`src/rtl/dmem_request_unit.sv`:
```
`default_nettype none
// ===========================================================================
// dmem_request_unit : fetch/data request sequencer with watchdog and counter
// Revision 1.0
// ===========================================================================
module dmem_request_unit #(
  parameter int TIMEOUT = 255,
  parameter int CNT_W   = 16
) (
  input  logic             CLK,
  input  logic             nRST,
  input  logic             ihit,
  input  logic             dhit,
  input  logic             request_dmemREN,
  input  logic             request_dmemWEN,
  input  logic             halt_in,
  output logic             imemREN,
  output logic             dmemREN,
  output logic             dmemWEN,
  output logic             pc_en,
  output logic             halt,
  output logic             busy,
  output logic             req_err,
  output logic             timeout_err,
  output logic [CNT_W-1:0] dacc_count
);

  localparam logic [1:0]  S_FETCH   = 2'd0;
  localparam logic [1:0]  S_DATA    = 2'd1;
  localparam logic [1:0]  S_HALTED  = 2'd2;
  localparam logic [16:0] C_TIMEOUT = {1'b0, 16'(TIMEOUT)};

  logic [1:0]  r_state;
  logic [15:0] r_wdog;

  logic        w_in_fetch;
  logic        w_in_data;
  logic        w_fetch_hit;
  logic        w_req_any;
  logic        w_data_done;
  logic [16:0] w_wdog_next;
  logic        w_wdog_sat;
  logic        w_cnt_sat;

  assign w_in_fetch  = (r_state == S_FETCH);
  assign w_in_data   = (r_state == S_DATA);
  assign w_fetch_hit = w_in_fetch & ihit;
  assign w_req_any   = request_dmemREN | request_dmemWEN;
  assign w_data_done = w_in_data & dhit;
  assign w_wdog_next = {1'b0, r_wdog} + 17'd1;
  assign w_wdog_sat  = &r_wdog;
  assign w_cnt_sat   = &dacc_count;

  assign imemREN = w_in_fetch;
  assign busy    = w_in_data;
  assign pc_en   = (w_fetch_hit & ~halt_in & ~w_req_any) | w_data_done;

  always_ff @(posedge CLK) begin
    if (!nRST) begin
      r_state     <= S_FETCH;
      r_wdog      <= 16'd0;
      dmemREN     <= 1'b0;
      dmemWEN     <= 1'b0;
      halt        <= 1'b0;
      req_err     <= 1'b0;
      timeout_err <= 1'b0;
      dacc_count  <= '0;
    end else begin
      case (r_state)
        S_FETCH: begin
          if (ihit) begin
            if (halt_in) begin
              r_state <= S_HALTED;
              halt    <= 1'b1;
            end else if (w_req_any) begin
              r_state <= S_DATA;
              r_wdog  <= 16'd0;
              // A store wins when the decoder flags both; the conflict is recorded.
              dmemWEN <= request_dmemWEN;
              dmemREN <= request_dmemREN & ~request_dmemWEN;
              if (request_dmemREN & request_dmemWEN) begin
                req_err <= 1'b1;
              end
            end
          end
        end
        S_DATA: begin
          if (dhit) begin
            r_state <= S_FETCH;
            dmemREN <= 1'b0;
            dmemWEN <= 1'b0;
            if (!w_cnt_sat) begin
              dacc_count <= dacc_count + 1'b1;
            end
          end else begin
            if (!w_wdog_sat) begin
              r_wdog <= w_wdog_next[15:0];
            end
            if (w_wdog_next >= C_TIMEOUT) begin
              timeout_err <= 1'b1;
            end
          end
        end
        S_HALTED: begin
          r_state <= S_HALTED;
        end
        default: begin
          r_state <= S_FETCH;
          dmemREN <= 1'b0;
          dmemWEN <= 1'b0;
        end
      endcase
    end
  end

endmodule
`default_nettype wire

```
`config.mk`:
```
export PLATFORM = sky130hd
export DESIGN_NAME = dmem_request_unit
export DESIGN_NICKNAME = d
export VERILOG_FILES = /design/src/rtl/dmem_request_unit.sv
export SDC_FILE = /design/constraint.sdc
export NUM_CORES = 1
export LEC_CHECK = 0
export CELL_PAD_IN_SITES_DETAIL_PLACEMENT = 0
export CELL_PAD_IN_SITES_GLOBAL_PLACEMENT = 1
export CORE_UTILIZATION = 43
export DETAILED_ROUTE_END_ITERATION = 12
export HOLD_SLACK_MARGIN = 0.05
export PLACE_DENSITY_LB_ADDON = 0.12
export SLEW_MARGIN = 20
export SYNTH_ARGS = -nofsm -noshare
export SYNTH_HDL_FRONTEND = slang
export SYNTH_SLANG_ARGS = --single-unit
export TNS_END_PERCENT = 20
```
`constraint.sdc`:
```
create_clock -name CLK -period 5.6 [get_ports CLK]
set_input_delay 0.84 -clock CLK [delete_from_list [all_inputs] [get_ports CLK]]
set_output_delay 0.84 -clock CLK [all_outputs]
set_load 0.05 [all_outputs]
```
# Word level (Yosys, flattened, before mapping)
# Cells that the tools add are included.
# totals
regBits	39
inputBits	7
output_inout_bits	24
elab_cells	65
# op_classes
add_sub_neg	2
n_lt_le_gt_ge	1
n_eq_ne	9
muxes	20
n_bitwise	14
reduce_logical	11
# ops
cell	n
two-way mux 16 bit	5
case mux 16 bit (2 select lines)	1
AND reduction 16 bit	2
adder 16 x 1 -> 17 bit, second input constant	1
>= comparator 17 x 8 -> 1 bit, second input constant	1
adder 16 x 1 -> 16 bit, second input constant	1
AND reduction 3 bit	4
inequality test 2 bit, second input constant	5
AND reduction 5 bit	2
two-way mux 2 bit	4
two-way mux 1 bit	7
bitwise AND 1 bit	6
inverter 1 bit	6
case mux 1 bit (3 select lines)	2
case mux 2 bit (3 select lines)	1
AND reduction 6 bit	1
inequality test 3 x 2 -> 1 bit, second input constant	1
== test 2 x 1 -> 1 bit, second input constant	1
== test 2 bit, second input constant	1
zero test 2 bit	1
inequality test 2 x 1 -> 1 bit, second input constant	1
OR 1 bit	2
nonzero test 2 bit	1

# Longest topological paths before layout
# Gate-level depths: netlist of run 1.
# logic_depth
ltp_word	6
ltp_mapped	8
mapped_depth_nobuf	7

# Worst setup path before layout of run 1
# Ideal clock, no wire load.
# synth_timing
kind	input to output
startpoint	input port halt_in
endpoint	output port pc_en
t_arrival_ps	2477
required_ps	4760
path_slack_ps	2283
path_stages	3
path_buffers	0
path_cell_list	nand2b_1 > or3_1 > o31ai_1
# synth_between
elab_chain_len	4
# synth_rtl
item	line_no	source
start, declared	16	input logic halt_in,
inverter 1 bit (no line)	-	
bitwise AND 1 bit (2 in a row)	56	assign pc_en = (w_fetch_hit & ~halt_in & ~w_req_any) | w_data_done;
OR 1 bit	56	
end, declared	20	output logic pc_en,
# No other way between the ends.

# Worst setup path after layout of run 1
# Ends and elaborated chain as after synthesis.

==> impl_metrics.json, run 1 <==
{
  "outcome": "completed",
  "drtIter0Drc": 84,
  "synth_edf_count": 0,
  "hpwl_um": 3262,
  "setup_tns_ns": 0,
  "cp_max_fo": 3,
  "initial_utilization": 0.4484,
  "r2r_end": "timeout_err",
  "leakagePower_nw": 0.8662,
  "die_h_um": 72.42,
  "layout_common_cells": "dfxtp_1 (39), nand2_1 (30), clkdlybuf4s50_1 (30), o21ai_0 (19), nor2_1 (18)",
  "drc": 0,
  "place.gp.congestion": 0.7772,
  "slowest_stage": "clkdlybuf4s50_1",
  "ctsHoldBuffers": 0,
  "ys_ff_latch": 39,
  "port_buffers": 30,
  "synthesis.area_sq_mm": 0.002132,
  "power_density_mw_per_mm2": 210.5,
  "timing_hold_violations_final": 0,
  "r2r.worst_path.cells": 7,
  "period_minus_slack_ns": 3.646,
  "diodes": 0,
  "path_cells": "clkdlybuf4s50_1 > nand2b_1 > or3_1 > o31ai_1 > clkdlybuf4s50_1",
  "end_kind": "output pin",
  "final_net_count": 301,
  "slowest_delay_ns": 0.84,
  "grt.total_usage": 0.1964,
  "cts_made_buffers": 5,
  "vias": 1938,
  "totalWireLength_um": 4766,
  "setup_viol": 0,
  "synth_cell_types": 49,
  "viasPerCell": 5.398,
  "overflow": 0,
  "synth.net_count": 273,
  "fp.coreArea_sq_mm": 0.004755,
  "ir_drop_mv": 0.1270,
  "layout-drive-gt1-share": 0.06507,
  "power_mw": 0.5430,
  "cts.path.max_buffers": 2,
  "grt_start_max_net_pins": 40,
  "h-tree-depth": 2,
  "yosysWarnings": 0,
  "fin_skew_ns": 0.009677,
  "grt_pass1_vias": 1696,
  "clock_latency_ns": 0.30,
  "syn_to_final_growth_pct": 21.01,
  "netlist_instances": 263,
  "timing.final.crit_share": 0.6510,
  "drtPass1Iterations": 4,
  "cpMostUsedCell": "clkdlybuf4s50_1",
  "tightest_slew_ns": 0.6612,
  "die_w_um": 72.42,
  "regToRegStartpoint": "r_wdog[1]",
  "dieArea_sq_mm": 0.005244,
  "hold_path_depth": 2,
  "critPathRequiredTime_ns": 4.76,
  "hold_end": "dmemWEN",
  "min-delay-start": "dmemWEN",
  "row_count": 25,
  "rsz0062_at_grt": "no",
  "slew_viol_final": 0,
  "grt_pass1_wl_um": 8093,
  "cts-root-buf": "clkbuf_8",
  "synth_seq_area_share": 0.3662,
  "cts_resized": 0,
  "post_cts_buffers": 0,
  "pin_count": 31,
  "clk_pin_slew_ns": 0.08,
  "relSlewSlack": 0.5558,
  "clock_sinks": 39,
  "post_drt_wl_per_cell_um": 13.28,
  "cap_violations": 0,
  "cp-start-kind": "input port",
  "drtAntennaViolNets": 0,
  "timing.fmax_ghz": 0.2743,
  "avgSynthCellArea_sq_um": 8.107,
  "antenna_found_initial": 0,
  "async_flop_share": 0,
  "critical_path_class": "in -> out",
  "mostFrequentLayoutCell": "dfxtp_1",
  "hp-class": "reg -> reg",
  "cts_tree": "yes",
  "reg2reg_slack_ns": 3.18,
  "ys.flop_type": "dfxtp_1",
  "arrival_ns": 2.81
}
## worst max-delay path by stage
stage | startpoint | to | slack (ns) | cells past startpoint
2_1_floorplan | halt_in | pc_en | 2.28 | 3
3_3_place_gp | halt_in | pc_en | 1.97 | 5
3_5_place_dp | halt_in | pc_en | 1.95 | 5
4_1_cts | halt_in | pc_en | 1.94 | 5
5_1_grt | halt_in | pc_en | 1.83 | 5
6_report | halt_in | pc_en | 1.95 | 5
## report_power, final
| part | switching, mW | total (mW) | internal [mW] |
|---|---|---|---|
| Combinational | 0.0283 | 0.0450 | 0.0167 |
| Sequential | 0.00366 | 0.283 | 0.280 |
| Clock | 0.102 | 0.215 | 0.112 |
## kinds of logic (layout without fill, tap and decap cells)
| family | count (synthesis) | in the layout | share of synthesized area |
|---|---|---|---|
| compound gates | 58 | 58 | 0.1690 |
| simple gates | 125 | 125 | 0.3204 |
| xor+xnor | 20 | 20 | 0.08216 |
| flops | 39 | 39 | 0.3662 |
| fa+ha+maj | 3 | 3 | 0.01761 |
| mux | 2 | 2 | 0.009976 |
| buf+inv | 16 | 45 | 0.03462 |
## cell type report
| class | count | area, sq um |
|---|---|---|
| Clock buffer | 7 | 96.34 |
| Clock inverter | 1 | 7.507 |
| Fill cell | 486 | 2175 |
| Inverter | 5 | 18.77 |
| Multi-Input combinational cell | 208 | 1277 |
| Sequential cell | 39 | 780.7 |
| Tap cell | 67 | 83.83 |
| Timing Repair Buffer | 32 | 315.3 |
## critical path, delay by kind of cell
family | cells | cell delay (ns)
buffers and inverters | 2 | 1.28
and+or+nand+nor | 2 | 0.48
AOI/OAI and AO/OA | 1 | 0.20
## metal layers
layer	global-route usage	wire length, um	up-vias
li1	-	-	994
met1	0.2856	2639	911
met2	0.2876	1921	28
met3	0.04444	140	5
met4	0.05882	64	0
met5	0	0	-
## metrics by stage
| step | instance area, sq um | std cells | utilization | setup WS, ns | hold WS (ns) |
|---|---|---|---|---|---|
| after floorplan | 2132 | 263 | - | 2.283 | 0.4489 |
| after global placement | 2476 | 351 | 0.5208 | 1.973 | 0.4666 |
| after detailed placement | 2476 | 351 | 0.5208 | 1.949 | 0.4714 |
| after CTS | 2580 | 359 | 0.5426 | 1.940 | 0.4859 |
| after global routing | 2580 | 359 | 0.5426 | 1.826 | 0.5039 |
| final | 2580 | 359 | 0.5426 | 1.954 | 0.4839 |
## sequential cells by signal, indices dropped and copies added (netlist names)
signal / flops
r_state: 2
dacc_count: 16
halt: 1
dmemREN: 1
dmemWEN: 1
req_err: 1
r_wdog: 16
timeout_err: 1
## Yosys cell counts, types with 4 or more instances
cell type  number  area, sq um
inv_1           5        18.77
nand2_1        30        112.6
nor2b_1         4        25.02
nor4_1          5        31.28
xnor2_1        11        96.34
nor3_1          9        45.04
and2_1         16        100.1
dfxtp_1        39        780.8
nand4_1         6        37.54
o21ai_0        19        95.09
xor2_1          9        78.83
clkbuf_1        7        26.28
a31oi_1        14        87.58
nand3_1        10        50.05
nor2_1         18        67.56
nand2b_1        4        25.02
or3_1           4        25.02
o211ai_1        4        30.03
a21oi_1         6        30.03
(Power assumes the default switching activity.)
==> run 2: changes to the inputs <==
Settings changed: CORE_UTILIZATION 43 to 40.
Clock period 5.6 ns to 3.5 ns, I/O delays scaled along.
==> impl_metrics.json, run 2 (same netlist as run 1, synthesis figures left out) <==
{
  "die_h_um": 75.01,
  "pin_count": 31,
  "diodes": 0,
  "totalWireLength_um": 5002,
  "cts_made_buffers": 5,
  "cts-root-buf": "clkbuf_8",
  "end_kind": "output pin",
  "antenna_found_initial": 0,
  "cp_max_fo": 3,
  "tightest_slew_ns": 0.9388,
  "timing.fmax_ghz": 0.3310,
  "relSlewSlack": 0.3722,
  "setup_tns_ns": 0,
  "h-tree-depth": 2,
  "outcome": "completed",
  "port_buffers": 30,
  "fill_cells": 502,
  "setup_viol": 0,
  "final_net_count": 301,
  "cp-start-kind": "input port",
  "drc": 0,
  "period_minus_slack_ns": 3.021,
  "dieArea_sq_mm": 0.005626,
  "power_mw": 0.9301,
  "viasPerCell": 5.423,
  "grt_pass1_wl_um": 8245,
  "cts_tree": "yes",
  "layout_common_cells": "dfxtp_1 (39), nand2_1 (30), clkdlybuf4s50_1 (30), o21ai_0 (19), nor2_1 (18)",
  "drtPass1Iterations": 4,
  "clock_sinks": 39,
  "hpwl_um": 3454,
  "hp-class": "reg -> reg",
  "critical_path_class": "in -> out",
  "mostFrequentLayoutCell": "dfxtp_1",
  "row_count": 26,
  "cts.path.max_buffers": 2,
  "cts_resized": 0,
  "drtIter0Drc": 119,
  "arrival_ns": 2.50,
  "vias": 1963,
  "grt.total_usage": 0.1962,
  "cap_violations": 0,
  "drtAntennaViolNets": 0,
  "slew_viol_final": 0,
  "critPathRequiredTime_ns": 2.97,
  "overflow": 0,
  "power_density_mw_per_mm2": 358.1,
  "post_cts_buffers": 0,
  "initial_utilization": 0.4174,
  "leakagePower_nw": 0.8769,
  "finalCoreUtilization": 0.5086,
  "die_w_um": 75.01,
  "place_inst": 354,
  "fp.coreArea_sq_mm": 0.005107,
  "grt_start_max_net_pins": 31,
  "ir_drop_mv": 0.2627,
  "ctsHoldBuffers": 0,
  "clk_pin_slew_ns": 0.09,
  "rsz0062_at_grt": "no",
  "syn_to_final_growth_pct": 21.83,
  "timing.final.crit_share": 0.8632,
  "layout-drive-gt1-share": 0.06507,
  "clock_latency_ns": 0.30,
  "reg.largest.list": "dacc_count x16, r_wdog x16, r_state x2",
  "fin_cells": 362,
  "timing_hold_violations_final": 0,
  "post_drt_wl_per_cell_um": 13.82,
  "place.gp.congestion": 0.7537,
  "fin_skew_ns": 0.01178,
  "grt_pass1_vias": 1691
}
-- run 2: critical path, cell delays in order --
cell,delay (ns)
clkdlybuf4s50_1,0.43
nand2b_1,0.17
or3_1,0.33
o31ai_1,0.20
clkdlybuf4s50_1,0.84
-- run 2: through the flow --
step	hold slack (ns)	worst slack (ns)	area [sq um]
5_1_grt	0.5159	0.3795	2597
4_1_cts	0.4895	0.4752	2597
6_report	0.4844	0.4787	2597
2_1_floorplan	0.4489	0.8135	2132
3_5_place_dp	0.4752	0.4835	2480
3_3_place_gp	0.4687	0.4933	2480
-- run 2: final cells by class --
class / instances / area [sq um] / area share
Timing Repair Buffer: 32 / 315.3 / 0.1214
Multi-Input combinational cell: 208 / 1277 / 0.4918
Tap cell: 70 / 87.58 / 0.03372
Inverter: 5 / 18.77 / 0.007225
Clock buffer: 6 / 82.58 / 0.03179
Clock inverter: 2 / 35.03 / 0.01349
Sequential cell: 39 / 780.7 / 0.3006
-- run 2: where the power goes --
part,switching (mW),internal (mW)
sequential,0.00593,0.448
combinational,0.0458,0.0268
clock,0.173,0.231
-- run 2: final timing paths --
check                  from           to  slack [ns]  depth (start not counted)
hold reg to reg     dmemWEN      dmemWEN        0.48                          2
setup reg to reg  r_wdog[1]  timeout_err        1.10                          7
setup / recovery    halt_in        pc_en        0.48                          5
hold / removal      dmemWEN      dmemWEN        0.48                          2
-- run 2: layer usage --
metal / global-route usage / part of all wire / up-vias
met1: 0.2854 / 0.53 / 923
met4: 0.08176 / 0.018 / 0
li1: - / - / 999
met5: 0 / 0 / -
met3: 0.04150 / 0.040 / 8
met2: 0.2793 / 0.41 / 33
==> run 3: changes to the inputs <==
Settings changed: CTS_CLUSTER_DIAMETER set to 80.
==> results of run 3 <==
No change in the layout: final DEF, timing and power equal those of run 2.
